File: src/rtl/adder_pkg.sv
// Shared types and sizing helpers for the digit-serial adder/subtractor.
package adder_pkg;

    // FSM state encoding, kept as plain constants so older netlists and
    // scripts that probe the raw state bits keep working.
    //  state | meaning
    //  IDLE  | waiting for an operand pair, in_ready=1
    //  RUN   | one digit of the sum produced per clock, busy=1
    //  DONE  | result held until the consumer takes it, out_valid=1
    typedef logic [1:0] state_t;

    localparam state_t IDLE = 2'd0;
    localparam state_t RUN  = 2'd1;
    localparam state_t DONE = 2'd2;

    // Number of RUN cycles needed to walk the whole operand.
    function automatic int digit_count(input int width, input int digit);
        return width / digit;
    endfunction

    // Digit counter width; one spare bit so the count of digits itself fits.
    function automatic int cnt_width(input int width, input int digit);
        return $clog2(digit_count(width, digit)) + 1;
    endfunction

endpackage

File: src/rtl/fa_slice.sv
// DIGIT-bit ripple-carry adder built from full-adder cells. Purely
// combinational; the serial adder reuses it every clock on the low digit of
// its shifted operands.
module fa_slice #(
    parameter int DIGIT = 1
) (
    input  logic [DIGIT-1:0] a,
    input  logic [DIGIT-1:0] b,
    input  logic             ci,
    output logic [DIGIT-1:0] s,
    output logic             co,
    output logic             c_top
);

    logic [DIGIT:0] c;

    assign c[0] = ci;

    // One full-adder cell per bit, carry rippling upward.
    for (genvar i = 0; i < DIGIT; i++) begin : g_cell
        assign s[i]   = a[i] ^ b[i] ^ c[i];
        assign c[i+1] = (a[i] & b[i]) | (c[i] & (a[i] ^ b[i]));
    end

    assign co    = c[DIGIT];
    // Carry into the top bit of the digit; on the final digit this is the
    // carry into the operand MSB, needed for signed overflow.
    assign c_top = c[DIGIT-1];

endmodule

File: src/rtl/adder_serial_n.sv
// Digit-serial adder/subtractor. Operands are accepted through a valid/ready
// handshake, summed DIGIT bits per clock LSB first, and the result is held
// behind a second valid/ready handshake.
//
//  state | meaning
//  IDLE  | accepting operands (in_ready=1)
//  RUN   | adding one digit per clock, WIDTH/DIGIT cycles (busy=1)
//  DONE  | S/cout/ovf valid and frozen until out_ready (out_valid=1)
module adder_serial_n
    import adder_pkg::*;
#(
    parameter int WIDTH = 8,
    parameter int DIGIT = 1
) (
    input  logic             clk,
    input  logic             rst,
    input  logic             in_valid,
    output logic             in_ready,
    input  logic [WIDTH-1:0] a,
    input  logic [WIDTH-1:0] b,
    input  logic             ci,
    input  logic             sub,
    output logic             out_valid,
    input  logic             out_ready,
    output logic [WIDTH-1:0] S,
    output logic             cout,
    output logic             ovf,
    output logic             busy
);

    localparam int NDIG  = digit_count(WIDTH, DIGIT);
    localparam int CNT_W = cnt_width(WIDTH, DIGIT);
    localparam logic [CNT_W-1:0] LAST_DIG = CNT_W'(NDIG - 1);

    // A partial final digit would silently drop the top operand bits.
    if ((DIGIT < 1) || (DIGIT > WIDTH) || ((WIDTH % DIGIT) != 0)) begin : g_param_check
        $error("adder_serial_n: WIDTH must be a positive multiple of DIGIT");
    end

    state_t           state;
    logic [WIDTH-1:0] a_sh;
    logic [WIDTH-1:0] b_sh;
    logic [WIDTH-1:0] s_reg;
    logic [WIDTH-1:0] s_next;
    logic             carry;
    logic [CNT_W-1:0] dig_cnt;
    logic             cout_r;
    logic             ovf_r;

    logic [DIGIT-1:0] dig_sum;
    logic             dig_co;
    logic             dig_ctop;

    fa_slice #(
        .DIGIT (DIGIT)
    ) u_fa_slice (
        .a     (a_sh[DIGIT-1:0]),
        .b     (b_sh[DIGIT-1:0]),
        .ci    (carry),
        .s     (dig_sum),
        .co    (dig_co),
        .c_top (dig_ctop)
    );

    // New digit enters at the top of the sum register; after NDIG shifts the
    // first (least significant) digit has arrived at bit 0.
    always_comb begin
        s_next = s_reg >> DIGIT;
        s_next[WIDTH-1 -: DIGIT] = dig_sum;
    end

    // Handshake FSM plus the operand/sum shift registers and digit counter.
    always_ff @(posedge clk or posedge rst) begin
        if (rst) begin
            state   <= IDLE;
            a_sh    <= '0;
            b_sh    <= '0;
            s_reg   <= '0;
            carry   <= 1'b0;
            dig_cnt <= '0;
            cout_r  <= 1'b0;
            ovf_r   <= 1'b0;
        end else begin
            case (state)
                IDLE: begin
                    if (in_valid) begin
                        // Subtraction is A + ~B + 1, with ci acting as borrow-in.
                        a_sh    <= a;
                        b_sh    <= sub ? ~b : b;
                        carry   <= ci ^ sub;
                        dig_cnt <= '0;
                        state   <= RUN;
                    end
                end
                RUN: begin
                    s_reg   <= s_next;
                    a_sh    <= a_sh >> DIGIT;
                    b_sh    <= b_sh >> DIGIT;
                    carry   <= dig_co;
                    dig_cnt <= dig_cnt + 1'b1;
                    if (dig_cnt == LAST_DIG) begin
                        cout_r <= dig_co;
                        ovf_r  <= dig_ctop ^ dig_co;
                        state  <= DONE;
                    end
                end
                DONE: begin
                    if (out_ready) begin
                        state <= IDLE;
                    end
                end
                default: begin
                    state <= IDLE;
                end
            endcase
        end
    end

    assign in_ready  = (state == IDLE);
    assign busy      = (state == RUN);
    assign out_valid = (state == DONE);
    assign S         = s_reg;
    assign cout      = cout_r;
    assign ovf       = ovf_r;

endmodule

File: config.mk
export PLATFORM = sky130hd
export DESIGN_NAME = adder_serial_n
export DESIGN_NICKNAME = d
export VERILOG_FILES = /design/src/rtl/adder_pkg.sv /design/src/rtl/fa_slice.sv /design/src/rtl/adder_serial_n.sv
export SDC_FILE = /design/constraint.sdc
export NUM_CORES = 1
export LEC_CHECK = 0
export CAP_MARGIN = 10
export CORE_ASPECT_RATIO = 1.2
export CORE_MARGIN = 10
export CORE_UTILIZATION = 51
export CTS_BUF_LIST = sky130_fd_sc_hd__clkbuf_4
export CTS_CLUSTER_DIAMETER = 50
export DETAILED_ROUTE_END_ITERATION = 16
export GPL_TIMING_DRIVEN = 0
export PLACE_DENSITY = 0.81
export SLEW_MARGIN = 20
export SYNTH_ARGS = -nofsm -noshare
export SYNTH_HDL_FRONTEND = slang
export SYNTH_HIERARCHICAL = 1
export SYNTH_SLANG_ARGS = --single-unit
File: constraint.sdc
create_clock -name clk -period 1.7 [get_ports clk]
set_clock_uncertainty 0.05 [all_clocks]
set_input_delay 0.34 -clock clk [delete_from_list [all_inputs] [get_ports clk]]
set_output_delay 0.34 -clock clk [all_outputs]
set_load 0.01 [all_outputs]
After elaboration in Yosys (flattened, before gate mapping):

Index checks and enable logic that the tools add are counted.

* ROM bits: 0
* register bits after elaboration: 33
* input port bits: 22
* word-level logic and storage cells: 41
* output and inout bits: 13
* latch bits: 0
* memories kept: 0
* bits in writable memories: 0

* muxes and demuxes: 13
* $mul: 0
* shifts and indexed selects: 0
* reductions and logical operators: 5
* add/sub/neg operators: 1
* divide/modulo/power cells: 0
* equality and inequality tests: 6
* magnitude comparators: 0
* bitwise operators: 8

Operator list (count)
* 8-bit case mux with 2 select lines: 2
* 8-bit 2-to-1 mux: 3
* 8-bit inverter: 1
* 4-bit case mux with 2 select lines: 1
* 2-bit 2-to-1 mux: 3
* 2-bit case mux with 3 select lines: 1
* 4-bit by 1-bit adder with 4-bit output, second input constant: 1
* 4-bit by 3-bit equality test with 1-bit output, second input constant: 1
* 4-bit 2-to-1 mux: 1
* 2-bit by 1-bit inequality test with 1-bit output, second input constant: 2
* 2-bit AND reduction: 2
* 1-bit XOR: 4
* 3-bit AND reduction: 1
* 1-bit AND: 2
* 2-bit by 1-bit equality test with 1-bit output, second input constant: 1
* 2-bit equality test, second input constant: 1
* 2-bit logical NOT: 1
* 2-bit inequality test, second input constant: 1
* 1-bit case mux with 2 select lines: 1
* 2-bit nonzero test: 1
* 1-bit 2-to-1 mux: 1
* 1-bit bitwise OR: 1

Depth between registers and ports, before layout:

* depth in word-level cells: 4
* depth in mapped cells: 5

By module:

Netlist, hierarchy kept.

By module, submodules not included
* adder_serial_n: sequential area each 825.8 um^2, times used 1, cells each 143, area an instance 1531.5 um^2
* fa_slice: sequential area each 0.0 um^2, times used 1, cells each 2, area an instance 27.5 um^2

Worst setup path after synthesis:

OpenSTA, ideal clock, no wires.

* path type: register to register
* from: reg a_sh[0]
* to: reg ovf_r (netlist: ovf)
* buffers on the path: 0
* setup slack: 0.252 ns
* required time: 1.522 ns
* stages on the path, launching flop included: 4
* period minus slack after synthesis: 1.448 ns
* arrival: 1.270 ns
* cells stage by stage: dfrtp_1 -> fa_1 -> xor2_1 -> mux2_1

* longest elaborated chain between the ends: 4
* elaborated cells between the ends (all ways): 5
* those cells by class: bitwise: 5

Ends and longest elaborated chain
* start, declared: RTL line adder_serial_n.sv:41 `logic [WIDTH-1:0] a_sh;`
* start signal, assigned: RTL line adder_serial_n.sv:97 `a_sh <= a_sh >> DIGIT;`
* 1-bit XOR: RTL line fa_slice.sv:22 `assign c[i+1] = (a[i] & b[i]) | (c[i] & (a[i] ^ b[i]));`
* 1-bit AND: RTL line fa_slice.sv:22
* 1-bit bitwise OR *: RTL line fa_slice.sv:22
* via dig_co: RTL line adder_serial_n.sv:51 `logic dig_co;`
* 1-bit XOR *: RTL line adder_serial_n.sv:103 `ovf_r <= dig_ctop ^ dig_co;`
* end signal, assigned: RTL line adder_serial_n.sv:103
* end, declared: RTL line adder_serial_n.sv:48 `logic ovf_r;`

The timed path passes the listed nets; every way through them passes the cells marked *.
A chain may end at the register's enable or synchronous reset.

Final worst setup path:

* from: reg state[0]
* to: out out_valid

* longest elaborated chain between the ends: 1

Ends and longest elaborated chain
* start, declared: RTL line adder_serial_n.sv:40 `state_t state;`
* start signal, assigned: RTL line adder_serial_n.sv:75 `state <= IDLE;`
* start signal, assigned: RTL line adder_serial_n.sv:92 `state <= RUN;`
* start signal, assigned: RTL line adder_serial_n.sv:104 `state <= DONE;`
* 2-bit equality test: RTL line adder_serial_n.sv:121 `assign out_valid = (state == DONE);`
* end, declared: RTL line adder_serial_n.sv:23 `output logic out_valid,`

No other way between the ends.

==> run summary <==
Initial antenna violation count -> 0
Detailed Routing Iterations Pass 1 -> 4
Multi-input gate area in the final layout -> 663.1 um2
Via Count -> 1224
Asr flop ratio synth -> 100.0%
Outcome -> completed
Syn Nets -> 169
Site Rows -> 21
Clock transition at path regs -> 0.10 ns
Syn. warnings -> 6
Max-cap violations -> 0
Max H-tree Level -> 2
Tot GR Track Use -> 12.73%
Fin. max-slew vios -> 0
Reg area -> 827.0 um2
Inserted Diodes -> 0
Final ANT Viol Nets -> 0
Crit. End Element -> output pin
I/O pin cnt -> 35
Psw -> 1.141 mW
Cell Count Post-Placement -> 212
Layout Cells excl Fill -> 223
Worst hold path type -> primary input to async pin
Sw Share -> 37.03%
Worst-Skew Late Latency -> 0.33 ns
Final net count -> 212
Clock buffer count from CTS -> 5
Sink Count -> 33
Filler instances -> 210
Leading register cell type out of synthesis -> dfrtp_1
Crit Reg-Reg Startpoint -> a_sh[0]$_DFFE_PP0P_
Top-area cell type share of the netlist area -> 52.97%
Vias per cell -> 5.489
Sequential-to-total area share from yosys stat -> 52.97%
CP max stage cell -> dfrtp_1
Worst-path fanout max -> 10
Clock power frac -> 13.7%
Placer Congestion -> 0.7708
Hold Violations, Final -> 0
Avg Synthesized Cell Area -> 10.75 um2
Per-cell routed wire length -> 16.22 um
CORE AREA -> 2864 um2
Final Util -> 71.21%
Slew margin rel. -> 54.92%
RR Endpoint -> ovf$_DFFE_PP0P_
Worst Tran Pin Value -> 0.6752 ns
Area of the die -> 5677 um2
Int Pwr -> 1.940 mW
Grt total ovfl -> 0
Detailed-placement wirelength estimate -> 2594 um
Root buf cell -> clkbuf_4
Synth area leader -> dfrtp_1
Placed Area -> 1932 um2
WP data required -> 1.31 ns
Critical Path Start -> state[0]$_DFFE_PP0P_
CTS tree -> done
Tmin final -> 1.644 ns
Final setup viols -> 0
DRC Markers -> 0
Setup crit end -> out_valid
Starting DRT DRC Count -> 68
Critical Path Max Stage Delay -> 0.43 ns
RSZ-0062 raised after global routing -> true
Register bit total from synthesis -> 33
Static leakage -> 1.089 nW
Gate Count Post-Synth -> 145
Crit-path cells -> buf_2, nor2b_2, clkbuf_2
Combinational share of power -> 43.3%
Fmax -> 608.4 MHz
Critical path type -> register to output pin
Arrival @ worst endpoint -> 1.25 ns
First-pass GRT wire length -> 5851 um
Max rail drop VDD -> 0.9568 mV
Largest net degree at the start of global routing -> 34
Synthesized area -> 1559 um2
Share of cells above drive strength 1 -> 15.34%
Largest cells by area after synthesis -> dfrtp_1 53%, nand2_1 7.9%, xor2_1 5.6%
Worst setup SP type -> register
Fin crit share -> 96.68%
Distinct cells, synth -> 30
Share of power burned in registers -> 43.0%
Number of enable flip-flop cells after synthesis -> 0
Final non-filler cell area -> 2039 um2
PwrDens -> 1511 nW/um2
Worst R2R Path Depth -> 3
Area Overhead vs Synth -> 30.82%
Longest Clk Path Bufs -> 2
# port buffers -> 33
Vias in the first global route -> 1253
Die W -> 70.47 um
Total routed wirelength -> 3617 um
Reg2Reg Setup Slack -> 0.14 ns
Synth top cells by count -> 33 x dfrtp_1, 33 x nand2_1, 10 x xor2_1
Starting density of the core -> 54.43%
Die Span Y -> 80.57 um
critical path, delay by kind of cell, from the launching register on:
| family | cells | cell delay, ns |
|---|---|---|
| flops | 1 | 0.43 |
| buf+inv | 2 | 0.34 |
| simple gates | 1 | 0.14 |
worst min path at each step:
stage	startpoint	slack [ns]	end	depth (start not counted)
6_report	rst	0.36	ovf$_DFFE_PP0P_	2
3_3_place_gp	S[0]$_DFFE_PP0P_	0.41	S[0]$_DFFE_PP0P_	2
4_1_cts	rst	0.38	dig_cnt[2]$_DFFE_PP0P_	2
3_5_place_dp	S[0]$_DFFE_PP0P_	0.41	S[0]$_DFFE_PP0P_	2
5_1_grt	rst	0.42	S[5]$_DFFE_PP0P_	2
2_1_floorplan	a_sh[1]$_DFFE_PP0P_	0.41	a_sh[1]$_DFFE_PP0P_	2
power by group through the flow:
stage	logic, mW	registers (mW)	clock network [mW]
finish	1.33	1.33	0.423
CTS	1.37	1.32	0.428
floorplan	0.773	1.34	0
global placement	1.24	1.32	0
global route	1.47	1.37	0.478
detailed placement	1.30	1.34	0
layout by cell type, fill, tap and decap left out, types with 4 or more instances in the layout:
cell type	count
clkdlybuf4s50_1	22
xor2_1	10
buf_2	4
dlymetal6s2s_1	8
and3b_1	8
a22oi_1	8
o21ai_1	8
nand2_1	33
buf_4	5
dfrtp_1	32
clkbuf_4	5
a221o_1	8
state kept, by name (all words and copies together) (netlist names):
signal and cells:
S 8, a_sh 8, b_sh 8, carry 1
cout 1, dig_cnt 4, ovf 1, state 2
through the flow:
| stage | hold WS, ns | setup WS (ns) | setup TNS [ns] | power [mW] |
|---|---|---|---|---|
| detailed placement | 0.4123 | -0.2467 | -1.442 | 2.644 |
| floorplan | 0.4060 | 0.2521 | 0 | 2.110 |
| CTS | 0.3831 | -0.06198 | -0.06757 | 3.123 |
| finish | 0.3627 | 0.05641 | 0 | 3.081 |
| global placement | 0.4115 | -0.2048 | -5.888 | 2.554 |
| global route | 0.4222 | -0.01771 | -0.01771 | 3.317 |
per-layer routing:
layer,wire length (um),up-vias,GRT usage (%)
met5,0,-,0
met4,36,0,3.557
met3,221,5,5.535
met2,1828,40,21.94
met1,1530,594,13.89
li1,-,585,-
layout make-up:
cell class              count  area share (%)
plain buffers              11           4.294
clock buffers               5           1.840
clock inverters             3          0.6135
inverters                   3          0.5521
multi-input cells          98           32.52
flip-flops and latches     33           40.55
well taps                  34           2.086
repair buffers             36           17.55
cells by family after synthesis:
logic type      Yosys count  synth area share [%]
fa+ha+maj                 2                 2.087
xor+xnor                 10                 5.618
simple gates             51                 16.29
mux                       3                 2.087
compound gates           32                 15.65
buf+inv                  14                 5.296
flops                    33                 52.97
what timing repair did:
action | 4_1_cts | 5_1_grt
gates resized for setup | 15 | 16
setup endpoints to repair | 3 | 11
gates cloned | 0 | 0
hold buffers | 0 | 0
setup buffers | 3 | 0
Power figures use the tool's default switching activity.
==> patch 1: new RTL, same flow settings <==
Set the parameter `WIDTH` to 12 (it was 8).
--- a/src/rtl/adder_serial_n.sv
+++ b/src/rtl/adder_serial_n.sv
@@ -10,5 +10,5 @@
     import adder_pkg::*;
 #(
-    parameter int WIDTH = 8,
+    parameter int WIDTH = 12,
     parameter int DIGIT = 1
 ) (
Ports: changed (resized S, a and b); port bits go from 35 to 47. No check against the original RTL was run, so the function may have changed too.
==> patch 1 against the original RTL <==
  * Via count grew 33%
  * Power up 22%
  * Area after synthesis increased by 34%
  * Wire length rose by 26%
  * Largest power group unchanged
  * Final area rose by 35%
  * Register-to-register slack got worse by 0.07 ns
  * Worst setup slack worse by 0.029 ns
  * Count of clock-buffer cells in the layout up 1
  * Sequential cell count increased by 13
  * Die area is 24% higher
==> patch 1: results (changes against the original RTL) <==
| Metric | Value |
|---|---|
| Status | `complete, no violations` |
| Post-Route M1 WL | `2040 um (+33%)` |
| Async set-or-reset flop fraction in the synthesized netlist | `1.00 (unchanged)` |
| H-tree level count | `2 (unchanged)` |
| Routed vias | `1624 (+33%)` |
| RD Place Congestion | `0.781 (+1.4%)` |
| Leakage Power | `1.44 nW (+33%)` |
| Max VDD drop | `0.610 mV (-36%)` |
| DRT antenna net count | `0 (unchanged)` |
| Global-route wire length before repair | `7930 um (+35%)` |
| Mux share of post-synthesis cell area | `0.0204 (-0.000495)` |
| Final HPWL DP | `3330 um (+28%)` |
| Synth top area cells | `dfrtp_1 (55%), nand2_1 (12%), a221o_1 (5.8%)` |
| # nets final | `295 (+39%)` |
| WL final | `4570 um (+26%)` |
| Initial antenna violation count | `0 (unchanged)` |
| Root Driver | `clkbuf_4` |
| Critical path's slowest cell | `dfrtp_2` |
| Critical path arrival | `1.28 ns (+0.03 ns)` |
| Warnings from Yosys | `6 (unchanged)` |
| Synth cell count leaders | `nand2_1 (66), dfrtp_1 (46), xnor2_1 (13)` |
| Clock transition at the registers of the reported paths | `0.13 ns (+0.03 ns)` |
| Register area share after synthesis | `0.551 (+0.0215)` |
| Tot GR Track Use | `0.135 (+0.00748)` |
| DR iter-0 viols | `143 (+110%)` |
| Delay of the slowest critical-path stage | `0.47 ns (+0.04 ns)` |
| Number of buffers added on ports | `45 (+36%)` |
| Post-Synth Adder-Cell Area | `0.0156 (-0.00529)` |
| Met3 WL post-DR | `298 um (+35%)` |
| Vias in the first global route | `1710 (+36%)` |
| Diode count | `0 (unchanged)` |
| Synthesized Nets | `237 (+40%)` |
| Synth unique cells | `30 (unchanged)` |
| Met2 wire length | `2170 um (+19%)` |
| Largest net degree at the start of global routing | `27 (-21%)` |
| Hold crit path type | `primary input to async pin` |
| CP Max Fanout | `4 (-6)` |
| WL/cell | `14.4 um (-11%)` |
| Post-Synth XOR/XNOR Area | `0.0587 (+0.00254)` |
| DR pass1 iterations | `5 (+1)` |
| Relative slew slack | `0.611 (+0.0619)` |
| Synth Area in Compound Gates | `0.121 (-0.0355)` |
| Syn Inst Count | `205 (+41%)` |
| Share of layout cells above drive strength 1 | `0.163 (+0.00944)` |
| Skew-Pair Late Insertion Delay | `0.35 ns (+0.02 ns)` |
| Worst slack at placement | `-0.510 ns (-0.264 ns)` |
| Predominant post-synthesis flop cell | `dfrtp_1` |
| Cts bufs inserted | `5 (unchanged)` |
| Top layer in use | `met4` |
| Placed insts | `305 (+44%)` |
| CTS Buffer Depth | `2 (unchanged)` |
patch 1: cell types whose count changed after synthesis, sizes merged, moves of 8 or more:
cell	change
and3b	-8
dfrtp	+13
nand2	+33
nor2	+12
xnor2	+13
xor2	-9
patch 1: through the flow:
step	hold slack (ns)	cell area [sq um]
3_3_place_gp	0.408	2610
6_report	0.307	2760
3_5_place_dp	0.413	2630
2_1_floorplan	0.395	2090
5_1_grt	0.329	2760
4_1_cts	0.315	2750
patch 1: power breakdown:
part / switching (mW) / leakage, nW / total [mW] / internal, mW
clock network: 0.343 / 0.0331 / 0.515 / 0.172
registers: 0.277 / 0.599 / 1.76 / 1.49
logic: 0.716 / 0.813 / 1.49 / 0.770
total: 1.34 / 1.44 / 3.77 / 2.43
patch 1: repair_timing:
action	in CTS	in global routing
resized for setup	27	11
cloned	0	1
buffers inserted	6	0
endpoints found under the setup margin	10	14
patch 1: worst max-delay path: cells and delay by family (launching register included):
family,cells,cell delay [ns]
DFF,1,0.47
buffers and inverters,4,0.36
and+or+nand+nor,1,0.10
patch 1: area by class of cell:
| type | count | area (sq um) |
|---|---|---|
| Buffer | 13 | 93.8 |
| Clock buffer | 6 | 45.0 |
| Clock inverter | 2 | 8.76 |
| Fill cell | 313 | 1180 |
| Inverter | 3 | 16.3 |
| Multi-Input combinational cell | 141 | 847 |
| Sequential cell | 46 | 1150 |
| Tap cell | 54 | 67.6 |
| Timing Repair Buffer | 53 | 528 |
patch 1: worst paths after layout:
path	start	to	slack, ns	cells after the start
max	state[0]	busy	0.03	5
min	rst	S[8]	0.31	2
max reg2reg	state[0]	b_sh[2]	0.07	6
min reg2reg	S[0]	S[0]	0.44	2
max in group asynchronous	rst	state[0]	0.79	3
min in group clk	sub	b_sh[10]	0.44	4
patch 1: cell families (layout without fill, tap and decap cells):
group | count (synthesis) | count (layout)
XOR/XNOR | 14 | 14
multiplexers | 4 | 4
buffers and inverters | 18 | 77
adder cells (fa/ha/maj) | 2 | 2
flip-flops | 46 | 46
AND/OR/NAND/NOR | 90 | 90
AO/OA/AOI/OAI | 31 | 31
patch 1: routing by layer:
metal  global-route usage  vias up
met1                0.164      760
met4               0.0464        0
met5                    0        -
met2                0.214       55
met3               0.0488        5
li1                     -      804
==> patch 2: new RTL, same flow settings <==
Made on the original files. Reset style: synchronous (`rst`), changed in one clocked block.
--- a/src/rtl/adder_serial_n.sv
+++ b/src/rtl/adder_serial_n.sv
@@ -71,5 +71,5 @@
 
     // Handshake FSM plus the operand/sum shift registers and digit counter.
-    always_ff @(posedge clk or posedge rst) begin
+    always_ff @(posedge clk) begin
         if (rst) begin
             state   <= IDLE;
Check against the original RTL: differs if rst is asserted again (counterexample within 4 cycles, from zero or initial values and one cycle with rst high); with rst held inactive, the same outputs for 10 cycles.
==> patch 2 against the original RTL <==
  * Sequential share of layout area decreased by 7.1 points
  * Die area decreased by 0.64%
  * Worst setup slack got worse by 0.0012 ns
  * Cell count increased by 8.5%
  * Sequential cell count unchanged
  * Area after synthesis decreased by 0.88%
  * Wire length decreased by 3.8%
  * Final area decreased by 2.4%
  * Non-clock buffer count increased by 1
  * Worst hold slack improved by 0.050 ns
  * Critical path type unchanged
Power is not compared: it rests on default switching activity, and its combinational part moved more than twofold at a synthesized area within 25%.
==> patch 2: results (changes against the original RTL) <==
| Metric | Value |
|---|---|
| Delay-heaviest family, CP | `buffers and inverters` |
| Status | `complete, no violations` |
| Worst Hold Slack | `0.413 ns (+0.0505 ns)` |
| Relative slew slack | `0.712 (+0.163)` |
| Vias per std cell | `5.44 (-0.85%)` |
| Synth unique cells | `40 (+33%)` |
| Met2 wire length | `1760 um (-3.8%)` |
| Global-route wire length before repair | `5950 um (+1.8%)` |
| Critical path's slowest cell | `dfxtp_2` |
| Worst slack at placement | `-0.155 ns (+0.0918 ns)` |
| Delay of the slowest critical-path stage | `0.34 ns (-0.09 ns)` |
| Vias in the first global route | `1386 (+11%)` |
| Async set-or-reset flop fraction in the synthesized netlist | `0 (-1.00)` |
| Met1 Use GR | `0.128 (-0.0109)` |
| Post-Synth Adder-Cell Area | `0.0211 (+0.000186)` |
| Met3 WL post-DR | `263 um (+19%)` |
| DP Area | `1910 sq um (-1.2%)` |
| RD Place Congestion | `0.782 (+1.4%)` |
| Max Fclk | `608 MHz (about the same)` |
| WL/cell | `14.4 um (-11%)` |
| Hold crit path type | `register to register` |
| WL final | `3480 um (-3.8%)` |
| CP Max Fanout | `7 (-3)` |
| Register area share after synthesis | `0.428 (-0.102)` |
| Post-Synth XOR/XNOR Area | `0.0567 (+0.000500)` |
| # nets final | `231 (+9.0%)` |
| R2R Setup Slk | `0.17 ns (+0.03 ns)` |
| Final HPWL DP | `2690 um (+3.6%)` |
| Post-CTS resize count | `9 (-6)` |
[patch 2: cell types whose count changed after synthesis, sizes merged, moves of 9 or more]
cell,delta
nor2,+11
dfrtp,-33
dfxtp,+33
nand2,-16
xnor2,+9
xor2,-9
a21oi,+19
[patch 2: cell type report]
type | instances | area (sq um)
buffer | 13 | 103
timing repair buffer | 35 | 343
clock buffer | 5 | 37.5
inverter | 3 | 16.3
multi-input combinational | 116 | 766
sequential | 33 | 666
fill | 237 | 847
clock inverter | 3 | 17.5
tap | 34 | 42.5
[patch 2: final timing paths]
check                                 end  startpoint  cells past startpoint
worst min register to register       S[0]        S[0]                      2
worst max register to register        ovf     a_sh[0]                      4
worst max-delay path            out_valid    state[0]                      3
worst min-delay path                 S[0]        S[0]                      2
[patch 2: where the power goes]
part,internal (mW),switching [mW]
clock,0.156,0.273
sequential,0.816,0.0271
combinational,0.161,0.138
total,1.13,0.438
